$ cat config.mk
export PLATFORM = sky130hd
export DESIGN_NAME = z80_uart_tx
export DESIGN_NICKNAME = d
export VERILOG_FILES = /design/src/rtl/z80_uart_tx.sv
export SDC_FILE = /design/constraint.sdc
export NUM_CORES = 1
export LEC_CHECK = 0
export BUFFER_PORTS_ARGS = -buffer_cell sky130_fd_sc_hd__buf_2
export CORE_MARGIN = 4
export CORE_UTILIZATION = 60
export CTS_CLUSTER_SIZE = 12
export DETAILED_ROUTE_END_ITERATION = 8
export PLACE_DENSITY = 0.79
export SLEW_MARGIN = 25
export SYNTH_ARGS = -nofsm -noshare
export SYNTH_HDL_FRONTEND = slang
export SYNTH_SLANG_ARGS = --single-unit
$ cat constraint.sdc
create_clock -name clk -period 3 [get_ports clk]
set_input_delay 0.3 -clock clk [delete_from_list [all_inputs] [get_ports clk]]
set_output_delay 0.3 -clock clk [all_outputs]
set_load 0.01 [all_outputs]
$ cat src/rtl/z80_uart_tx.sv
// z80_uart_tx: Z80 I/O-mapped UART transmitter.
//   A CPU OUT to DATA_PORT queues one byte in a TX FIFO. Each queued byte is
//   sent on s_tx as 8N1, LSB first. A CPU IN from STATUS_PORT returns
//   {4'b0, busy, overflow, full, tx_empty} on io_dout while io_rd_sel is high.
// Ports:
//   clk, reset_n          clock, asynchronous active-low reset
//   address, io_din       CPU address A[7:0] and CPU data out
//   iorq_n, wr_n, rd_n    CPU I/O request, write and read strobes (active low)
//   io_dout, io_rd_sel    status byte and its dbus_in select (combinational)
//   s_tx                  serial transmit line, registered, idle high
module z80_uart_tx #(
    parameter int unsigned CLKS_PER_BIT = 434,
    parameter int unsigned FIFO_DEPTH   = 8,
    parameter logic [7:0]  DATA_PORT    = 8'hBB,
    parameter logic [7:0]  STATUS_PORT  = 8'hBC
) (
    input  logic       clk,
    input  logic       reset_n,
    input  logic [7:0] address,
    input  logic [7:0] io_din,
    input  logic       iorq_n,
    input  logic       wr_n,
    input  logic       rd_n,
    output logic [7:0] io_dout,
    output logic       io_rd_sel,
    output logic       s_tx
);

    localparam int unsigned PTR_W  = $clog2(FIFO_DEPTH);
    localparam int unsigned CNT_W  = PTR_W + 1;
    localparam int unsigned BAUD_W = $clog2(CLKS_PER_BIT);
    localparam logic [BAUD_W-1:0] BAUD_LAST = BAUD_W'(CLKS_PER_BIT - 1);
    localparam logic [CNT_W-1:0]  CNT_FULL  = CNT_W'(FIFO_DEPTH);

    typedef enum logic [1:0] {IDLE, START, DATA, STOP} state_t;

    state_t            state, state_n;
    logic [7:0]        shift, shift_n;
    logic [2:0]        bit_cnt, bit_cnt_n;
    logic [BAUD_W-1:0] baud_cnt, baud_cnt_n;
    logic              tx_n;
    logic              pop;

    logic [7:0]        mem [FIFO_DEPTH];
    logic [PTR_W-1:0]  wr_ptr, rd_ptr;
    logic [CNT_W-1:0]  count;
    logic              overflow;
    logic              wr_stb, wr_stb_d, rd_sel_d;
    logic              push, push_ok, full, rd_clr;

    // Bus decode and strobe edge detection
    assign wr_stb    = !iorq_n && !wr_n && (address == DATA_PORT);
    assign io_rd_sel = !iorq_n && !rd_n && (address == STATUS_PORT);
    assign push      = wr_stb && !wr_stb_d;
    assign rd_clr    = rd_sel_d && !io_rd_sel;
    assign full      = (count == CNT_FULL);
    assign push_ok   = push && !full;

    // Status byte, forced to zero when not selected
    assign io_dout = io_rd_sel
                   ? {4'b0000, (state != IDLE), overflow, full,
                      ((count == '0) && (state == IDLE))}
                   : 8'h00;

    always_ff @(posedge clk or negedge reset_n) begin
        if (!reset_n) begin
            wr_stb_d <= 1'b0;
            rd_sel_d <= 1'b0;
        end else begin
            wr_stb_d <= wr_stb;
            rd_sel_d <= io_rd_sel;
        end
    end

    // FIFO pointers, occupancy and sticky overflow (set beats clear)
    always_ff @(posedge clk or negedge reset_n) begin
        if (!reset_n) begin
            wr_ptr   <= '0;
            rd_ptr   <= '0;
            count    <= '0;
            overflow <= 1'b0;
        end else begin
            if (push_ok) wr_ptr <= wr_ptr + PTR_W'(1);
            if (pop)     rd_ptr <= rd_ptr + PTR_W'(1);
            case ({push_ok, pop})
                2'b10:   count <= count + CNT_W'(1);
                2'b01:   count <= count - CNT_W'(1);
                default: count <= count;
            endcase
            if (push && full)  overflow <= 1'b1;
            else if (rd_clr)   overflow <= 1'b0;
        end
    end

    // FIFO storage; contents need no reset
    always_ff @(posedge clk) begin
        if (push_ok) mem[wr_ptr] <= io_din;
    end

    // Serialiser state register; s_tx lags the state by one clock
    always_ff @(posedge clk or negedge reset_n) begin
        if (!reset_n) begin
            state    <= IDLE;
            shift    <= '0;
            bit_cnt  <= '0;
            baud_cnt <= '0;
            s_tx     <= 1'b1;
        end else begin
            state    <= state_n;
            shift    <= shift_n;
            bit_cnt  <= bit_cnt_n;
            baud_cnt <= baud_cnt_n;
            s_tx     <= tx_n;
        end
    end

    // Serialiser next-state and line value
    always_comb begin
        state_n    = state;
        shift_n    = shift;
        bit_cnt_n  = bit_cnt;
        baud_cnt_n = baud_cnt;
        pop        = 1'b0;
        tx_n       = 1'b1;
        case (state)
            IDLE: begin
                if (count != '0) begin
                    pop        = 1'b1;
                    shift_n    = mem[rd_ptr];
                    bit_cnt_n  = 3'd0;
                    baud_cnt_n = '0;
                    state_n    = START;
                end
            end
            START: begin
                tx_n = 1'b0;
                if (baud_cnt == BAUD_LAST) begin
                    baud_cnt_n = '0;
                    state_n    = DATA;
                end else begin
                    baud_cnt_n = baud_cnt + BAUD_W'(1);
                end
            end
            DATA: begin
                tx_n = shift[0];
                if (baud_cnt == BAUD_LAST) begin
                    baud_cnt_n = '0;
                    shift_n    = shift >> 1;
                    if (bit_cnt == 3'd7) state_n   = STOP;
                    else                 bit_cnt_n = bit_cnt + 3'd1;
                end else begin
                    baud_cnt_n = baud_cnt + BAUD_W'(1);
                end
            end
            STOP: begin
                if (baud_cnt == BAUD_LAST) begin
                    baud_cnt_n = '0;
                    state_n    = IDLE;
                end else begin
                    baud_cnt_n = baud_cnt + BAUD_W'(1);
                end
            end
            default: state_n = IDLE;
        endcase
    end

endmodule

## Word level (Yosys, flattened, before mapping)

Memory sizes are Yosys's and may differ from the RTL's.
Index checks and enable logic that the tools add are counted.

| cells by class | value |
|---|---|
| add/sub/neg operators | 6 |
| eq/ne operators | 16 |
| mux-type cells | 25 |
| reduce and logical (&&, ||, !) cells | 26 |

Operators by type and width:

| operator | number |
|---|---|
| $mux W9 | 2 |
| $pmux W9 S2 | 1 |
| $eq A8 B8 Y1 const B | 2 |
| $mux W8 | 2 |
| $pmux W8 S2 | 1 |
| $mux W2 | 5 |
| $ne A2 B2 Y1 const B | 5 |
| $add A3 B1 Y3 const B | 3 |
| $add A9 B1 Y9 const B | 1 |
| $eq A9 B9 Y1 const B | 1 |
| $logic_and A1 B1 Y1 | 9 |
| $mux W3 | 3 |
| $pmux W2 S4 | 1 |
| $pmux W4 S2 | 1 |
| $reduce_bool A2 Y1 | 4 |
| $eq A2 B2 Y1 const B | 3 |
| $logic_not A1 Y1 | 6 |
| $mux W1 | 6 |
| $pmux W3 S2 | 1 |
| $reduce_and A5 Y1 | 1 |
| $add A4 B1 Y4 const B | 1 |
| $eq A2 B1 Y1 const B | 2 |
| $eq A4 B4 Y1 const B | 1 |
| $logic_not A4 Y1 | 1 |
| 10 further kinds | 10 |

| word-level totals | value |
|---|---|
| register bits | 36 |
| RAM bits | 64 |
| input bits | 21 |
| output and inout port bits | 10 |
| word-level logic and storage cells | 85 |
| memories kept | 1 |

Memories:

| name | depth | bits a word | rd ports | clocked after Yosys merged registers in | wr ports | line | RTL |
|---|---|---|---|---|---|---|---|
| mem | 8 | 8 | 1 | 0 | 1 | 44 | `logic [7:0] mem [FIFO_DEPTH];` |

## Longest topological paths before layout

Gate-level depths: netlist (run 1).

| logic depth | value |
|---|---|
| depth in word-level cells | 7 |
| gate-level depth with buffers | 11 |
| mapped depth without buffers | 10 |

## Worst setup path before layout (run 1)

Ideal clock, no wire load.

| path | value |
|---|---|
| kind | input to register |
| start point | input port iorq_n |
| end point | register count[2] |
| setup time | 0.132 ns |
| arrival | 2.307 ns |
| required time | 2.868 ns |
| slack | 0.562 ns |
| stages on the path | 10 |
| path buffers | 0 |
| path through | nand4b_1 > or3_1 > or3_1 > ha_1 > xor2_1 > ha_1 > a21oi_1 > xor2_1 > nor2_1 > xor2_1 |

| on the way | value |
|---|---|
| longest elaborated chain between the ends | 7 |
| elaborated cells on any way between the ends | 9 |
| those cells by class | eq/ne: 2; mux: 1; reduce/logical: 6 |

RTL lines:

| item | line | RTL |
|---|---|---|
| start: declaration | 21 | `input logic iorq_n,` |
| $logic_not A1 Y1 * | 52 | `assign wr_stb = !iorq_n && !wr_n && (address == DATA_PORT);` |
| $logic_and A1 B1 Y1 * (2 in series) | 52 |  |
| $logic_and A1 B1 Y1 * | 54 | `assign push = wr_stb && !wr_stb_d;` |
| $logic_and A1 B1 Y1 * | 57 | `assign push_ok = push && !full;` |
| $eq A2 B1 Y1 or $eq A2 B2 Y1 (tied branches) | 85 | `case ({push_ok, pop})` |
| $pmux W4 S2 or $reduce_bool A2 Y1 (tied branches) | - |  |
| end signal: assignment | 86 | `2'b10: count <= count + CNT_W'(1);` |
| end signal: assignment | 87 | `2'b01: count <= count - CNT_W'(1);` |
| end signal: assignment | 88 | `default: count <= count;` |
| end: declaration | 46 | `logic [CNT_W-1:0] count;` |

Every way passes the cells marked *; elsewhere a longest branch is shown, timed or not.
A chain may end at the register's enable or synchronous reset.

## Worst setup path after layout (run 1)

| path | value |
|---|---|
| start point | register count[2] |
| end point | register count[2] |

| on the way | value |
|---|---|
| longest elaborated chain between the ends | 5 |
| elaborated cells on any way between the ends | 12 |
| those cells by class | add/sub: 2; eq/ne: 3; mux: 3; reduce/logical: 4 |

RTL lines:

| item | line | RTL |
|---|---|---|
| $reduce_bool A4 Y1 * | 127 | `if (count != '0) begin` |
| $mux W1 * | 127 |  |
| $mux W1 * | 125 | `case (state)` |
| named net pop | 42 | `logic pop;` |
| $eq A2 B1 Y1 or $eq A2 B2 Y1 (tied branches) | 85 |  |
| $pmux W4 S2 or $reduce_bool A2 Y1 (tied branches) | - |  |

Mark *: on every way through the listed nets, which the timed path passes. The rest lies on a longest branch.

==> key figures, run 1 <==
Detailed routing
  – Drt drc: 0
  – Initial DRC count: around 140
  – Post-Route WL: 7504 µm
  – DRT antenna net count: 0
  – Avg WL per Cell: 17.17 µm
  – Drt via density: around 5.7
  – Vias: approximately 2500
  – First-pass DRT Iterations: 4

STA
  – Setup TNS: 0 ns
  – Fmax: about 380 MHz
  – Relative slew slack: 46.02%
  – Final Hold Fails: 0
  – RSZ-0062 raised after global routing: no
  – Period utilisation layout: 87.82%
  – Setup-failing EPs final: 0
  – Final min period: about 2.6 ns
  – Pins over their slew limit: 0
  – Slew at the pin closest to its max-slew limit: between 0.8 and 0.9 ns
  – Clk_skew: between 0.01 and 0.015 ns

Synthesis
  – Average cell area after synthesis: 15.28 µm²
  – Share of Yosys cell area claimed by the top area cell type: 42.21%
  – Area leader, netlist: edfxtp_1
  – EDFF count, synth: 64
  – FF+latch count, synth: 100
  – Synth cell types: between 40 and 50
  – Sequential share of the synthesized area: just over 60%
  – Top cells by area, synth: edfxtp_1 (42%), dfrtp_1 (19%), mux2_2 (6.2%), mux4_1 (5.2%), ha_1 (3.8%)
  – Ys flop type: edfxtp_1
  – Synth warn: 0
  – Async S/R FF share, synth: between 30% and 40%
  – Area of the mapped netlist: 4553 µm²
  – Cell count after synthesis: ~300

Cells and area
  – Non-Filler Instances: 437
  – Share of cells above drive strength 1: 26.33%
  – Final Net Count: about 370
  – Antenna cells: 0
  – Area growth from synthesis to layout: 9.783%
  – FILL cells: 498

Global route
  – Vias in the first global route: between 2000 and 2500
  – First-pass GRT wire length: about 12000 µm
  – Initial antenna violation count: 0
  – Overflow after GRT: 0
  – GR Util All Layers: a little under a fifth
  – Largest net degree at the start of global routing: 37

Hold path
  – Hold/Removal Path Class: input pin to asynchronous set/reset pin

Pwr
  – Power Total: 0.003952 W
  – VDD IR-drop max: between 300 and 400 µV
  – Lkg Pwr: 1.945 nW
  – PwrDens: a little under 800 nW/µm²

Clock tree
  – TritonCTS buffer count: 9
  – Post-CTS Setup Repair Bufs: 0
  – Clk_lat worst skew: 0.37 ns
  – H-tree levels: 3
  – Hold_buf cts: 0
  – Clk slew on worst S/H paths: about 0.1 ns
  – Clk root buf: clkbuf_8
  – Clock tree from TritonCTS: yes
  – Cts repair resizes: 0
  – CTS max path bufs: 2
  – Clock Sinks: 100

Die
  – # rows: 31
  – Die width: roughly 95 µm
  – Core Box Area: approximately 7300 µm²
  – Die Ht: roughly 95 µm
  – Die ar.: approximately 9000 µm²
  – Initial Util: between 60 and 70%
  – Io pins: 31

Placed design
  – Gpl congestion: slightly below 0.8
  – Dpl cells: approximately 420
  – I/O Buffers: 26
  – DP HPWL: between 5000 and 6000 µm

Worst setup path
  – Worst path required time: roughly 3.3 ns
  – Crit path max fanout: 7
  – Worst Path Arrival: approximately 2.9 ns
  – Worst setup SP type: flip-flop
  – WS Path Type: flip-flop to flip-flop
  – Critical Path End Type: flip-flop

Status
  – Outcome: complete, no violations

Run
  – MaxCap Viol Count: 0
## critical path: stages, from the launching register on
cell     delay [ns]
dfrtp_1        0.48
nor4_2         0.59
nor2b_1        0.15
ha_1           0.30
xor2_1         0.18
ha_1           0.19
a21oi_1        0.23
xor2_1         0.19
nor2_1         0.07
xor2_1         0.14
## area by class of cell
class	instances	area, µm²	area share (%)
repair buffers	38	220.2	4.406
flip-flops and latches	100	2824	56.50
clock buffers	9	123.9	2.478
well taps	99	123.9	2.478
inverters	9	33.78	0.6758
multi-input cells	175	1584	31.69
clock inverters	7	88.84	1.777
## layer usage
layer  vias to the layer above  routed length [µm]  global-route usage (%)
met1                      1232                3317                   25.53
met3                        13                 387                   4.499
met2                        67                3662                   29.33
met4                         0                 137                   7.572
li1                       1198                   -                       -
met5                         -                   0                       0
## stage by stage
stage	hold slack (ns)	instance area [µm²]	setup slack, ns	util, %
final	0.007501	4999	0.3654	68.19
after global routing	0.05224	4999	0.2211	68.19
after CTS	0.02214	4999	0.3617	68.19
after detailed placement	0.4393	4786	0.2908	65.28
after global placement	0.4426	4786	0.4034	65.28
after floorplan	0.004409	4564	0.5617	-
## cell usage after synthesis (3+ instances only)
cell type	n
edfxtp_1	64
dfrtp_1	35
mux2_2	25
nand2_1	15
nor2_1	15
ha_1	14
o21ai_0	11
inv_1	9
mux4_1	9
clkbuf_1	7
mux4_2	7
a21oi_1	6
nand2b_1	6
xor2_1	6
a31oi_1	5
buf_4	5
xnor2_1	5
nand3_1	4
nand4b_1	4
buf_6	3
nor2b_1	3
nor3_1	3
or3_1	3
## state kept, by name (all words and copies together), names as in the netlist
name / count
mem: 64
baud_cnt: 9
shift: 8
count: 4
bit_cnt: 3
rd_ptr: 3
wr_ptr: 3
state: 2
overflow: 1
rd_sel_d: 1
s_tx: 1
wr_stb_d: 1
## kinds of logic after synthesis
logic type | after synthesis | synth area share, %
compound gates | 34 | 4.589
xor+xnor | 11 | 2.116
fa+ha+maj | 14 | 3.847
buf+inv | 26 | 3.435
flops | 100 | 62.02
mux | 43 | 15.28
other cells | 1 | 0.08236
simple gates | 69 | 8.629
## path summary, 6_finish.rpt
path                                       from                      end  slack, ns  depth (start not counted)
hold reg to reg            shift[0]$_DFFE_PN0P_           s_tx$_DFF_PN1_       0.49                          2
max in group asynchronous               reset_n     count[0]$_DFFE_PN0P_       2.47                          1
setup reg to reg           count[2]$_DFFE_PN0P_     count[2]$_DFFE_PN0P_       0.37                          9
hold / removal                          reset_n  baud_cnt[8]$_DFFE_PN0N_      0.008                          1
min in group clk                      io_din[1]      mem[5][1]$_DFFE_PP_       0.19                          1
setup / recovery           count[2]$_DFFE_PN0P_     count[2]$_DFFE_PN0P_       0.37                          9
## cell usage in the layout, fill, tap and decap left out, types with 2 or more instances in the layout
cell,count
nand3_1,4
clkinv_8,3
a21o_1,2
buf_2,26
and3_1,2
edfxtp_1,64
o21ai_0,11
xor2_1,6
nor2_1,15
nor2b_1,3
mux4_2,7
nand2b_1,6
buf_4,12
mux4_1,9
or3_1,3
mux2i_1,2
o22ai_1,2
nand2_1,15
dfrtp_1,35
inv_8,2
nor3_1,3
a21oi_1,6
nand4bb_1,2
nand4b_1,4
ha_1,14
mux2_2,25
conb_1,4
a31oi_1,5
o31ai_1,2
xnor2_1,5
clkbuf_8,9
nor4b_1,2
inv_1,9
a211oi_1,2
## report_power, final
part	switching [W]	leakage (nW)	internal (W)
logic	0.000551	0.805	0.000702
registers	0.000207	1.03	0.00163
clock network	0.000526	0.106	0.000338
total	0.00128	1.94	0.00267
(Power assumes the default switching activity.)
==> run 2: changes to the inputs <==
--- a/config.mk
+++ b/config.mk
@@ -6,11 +6,13 @@
 export NUM_CORES = 1
 export LEC_CHECK = 0
 export BUFFER_PORTS_ARGS = -buffer_cell sky130_fd_sc_hd__buf_2
+export CELL_PAD_IN_SITES_DETAIL_PLACEMENT = 2
+export CELL_PAD_IN_SITES_GLOBAL_PLACEMENT = 2
 export CORE_MARGIN = 4
-export CORE_UTILIZATION = 60
+export CORE_UTILIZATION = 44
 export CTS_CLUSTER_SIZE = 12
 export DETAILED_ROUTE_END_ITERATION = 8
-export PLACE_DENSITY = 0.79
+export PLACE_DENSITY_LB_ADDON = 0.1
 export SLEW_MARGIN = 25
 export SYNTH_ARGS = -nofsm -noshare
 export SYNTH_HDL_FRONTEND = slang
==> key figures, run 2 (synthesized netlist as in run 1, its figures left out) <==
Cells and area
  – Biggest regs: mem x64, baud_cnt x9, shift x8
  – Max FFs per register: 64
  – Area growth from synthesis to layout: 10.99%
  – FILL cells: approximately 960
  – Most common cell after layout, fill and taps aside: edfxtp_1
  – Most frequent cells in the layout: edfxtp_1 (64), dfrtp_1 (35), buf_2 (26)
  – Largest reg by FF count: mem
  – Antenna cells: 0
  – Share of cells above drive strength 1: 27.19%
  – Final Net Count: approximately 370

Die
  – Initial Util: 45.95%
  – Core Box Area: approximately 9900 µm²
  – # rows: 36
  – Io pins: 31
  – Die width: ~110 µm
  – Die ar.: 12040 µm²
  – Die Ht: between 100 and 150 µm

Pwr
  – VDD IR-drop max: just over 300 µV
  – Lkg Pwr: 1.956 nW
  – PwrDens: ~810 nW/µm²

Global route
  – Overflow after GRT: 0
  – Vias in the first global route: 2927
  – Largest net degree at the start of global routing: 37
  – GR Util All Layers: between 10% and 20%
  – Initial antenna violation count: 0
  – First-pass GRT wire length: around 17000 µm

Detailed routing
  – Drt via density: about 5.5
  – Post-Route WL: just over 10000 µm
  – First-pass DRT Iterations: 4
  – Drt drc: 0
  – Met2 WL: ~5500 µm
  – Top Layer Used: met4
  – Vias: 2626
  – Metal3 WL: between 300 and 400 µm
  – Avg WL per Cell: around 22 µm
  – Initial DRC count: between 100 and 150
  – WL met1: between 4000 and 5000 µm
  – DRT antenna net count: 0

Worst setup path
  – Critical Path End Type: flip-flop
  – Worst path required time: approximately 3.3 ns
  – Reg2reg start: count[2]$_DFFE_PN0P_
  – Worst setup SP type: flip-flop
  – Reg-to-Reg End: count[2]$_DFFE_PN0P_
  – Worst Path Arrival: roughly 2.8 ns
  – Worst Reg-to-Reg Cells: 9
  – WS Path Type: flip-flop to flip-flop
  – R2r setup slk: between 0.4 and 0.5 ns
  – Crit path max fanout: 7

Run
  – MaxCap Viol Count: 0

STA
  – RSZ-0062 raised after global routing: no
  – Setup TNS: 0 ns
  – Period utilisation layout: ~86%
  – Clk_skew: 0.01361 ns
  – Fmax: between 300 and 400 MHz
  – Final Hold Fails: 0
  – Relative slew slack: between 40% and 50%
  – Fin Hold WS: 0.04740 ns
  – Final min period: around 2.6 ns
  – Slew at the pin closest to its max-slew limit: ~0.89 ns
  – Pins over their slew limit: 0
  – Setup-failing EPs final: 0

Status
  – Outcome: complete, no violations

Clock tree
  – Clk slew on worst S/H paths: around 0.11 ns
  – Post-CTS Setup Repair Bufs: 0
  – H-tree levels: 3
  – Cts repair resizes: 0
  – Clock tree from TritonCTS: yes
  – Clk_lat worst skew: approximately 0.37 ns
  – Clock Sinks: 100
  – CTS max path bufs: 2
  – Clk root buf: clkbuf_8
  – TritonCTS buffer count: 9
  – Hold_buf cts: 0

Placed design
  – Gpl congestion: around 0.7
  – I/O Buffers: 26
  – DP HPWL: approximately 7100 µm

Hold path
  – Hold/Removal Path Class: input pin to asynchronous set/reset pin
## run 2: changes by cell type in the layout (fill, tap and decap cells not counted), sizes merged
| cell | previous run | this run |
|---|---|---|
| buf | 38 | 42 |
| clkinv | 4 | 3 |
| clkinvlp | 0 | 1 |
## run 2: area by class of cell
cell class,count,area [µm²],area share (%)
well taps,133,166.4,3.293
multi-input cells,175,1584,31.34
inverters,9,33.78,0.6685
clock inverters,7,71.32,1.411
clock buffers,9,123.9,2.451
flip-flops and latches,100,2824,55.88
repair buffers,42,250.2,4.952
## run 2: layer usage
layer  vias up  global-route usage, %
met2        46                  33.83
met4         0                  4.274
met3        11                  3.876
met1      1370                  24.20
li1       1199                      -
met5         -                      0
## run 2: worst max-delay path, cell delays in order, from the launching register on
cell	delay [ns]
dfrtp_1	0.49
nor4b_1	0.55
or3_1	0.29
ha_1	0.30
xor2_1	0.10
ha_1	0.19
a21oi_1	0.15
xor2_1	0.17
nor2_1	0.07
xor2_1	0.14
## run 2: worst max path at each step
stage / slack [ns] / depth (start not counted) / from / end
6_report: 0.42 / 9 / count[2]$_DFFE_PN0P_ / count[2]$_DFFE_PN0P_
5_1_grt: 0.19 / 9 / count[2]$_DFFE_PN0P_ / count[2]$_DFFE_PN0P_
4_1_cts: 0.38 / 9 / count[2]$_DFFE_PN0P_ / count[2]$_DFFE_PN0P_
3_5_place_dp: 0.28 / 11 / iorq_n / count[2]$_DFFE_PN0P_
3_3_place_gp: 0.37 / 11 / iorq_n / count[2]$_DFFE_PN0P_
2_1_floorplan: 0.56 / 10 / iorq_n / count[2]$_DFFE_PN0P_
## run 2: stage by stage
stage	total power [W]	cell area [µm²]	worst slack [ns]	std cells	utilization, %
4_1_cts	0.004160	5054	0.3825	475	51.00
3_3_place_gp	0.003182	4858	0.3736	459	49.03
5_1_grt	0.004368	5054	0.1853	475	51.00
6_report	0.004097	5054	0.4225	475	51.00
3_5_place_dp	0.003282	4858	0.2781	459	49.03
2_1_floorplan	0.002914	4564	0.5617	301	-
## run 2: power by group
group	internal (W)	total, W	leakage, nW	switching [W]
Clock	0.000326	0.000849	0.0979	0.000523
Combinational	0.000746	0.00142	0.825	0.000675
Sequential	0.00163	0.00183	1.03	0.000199
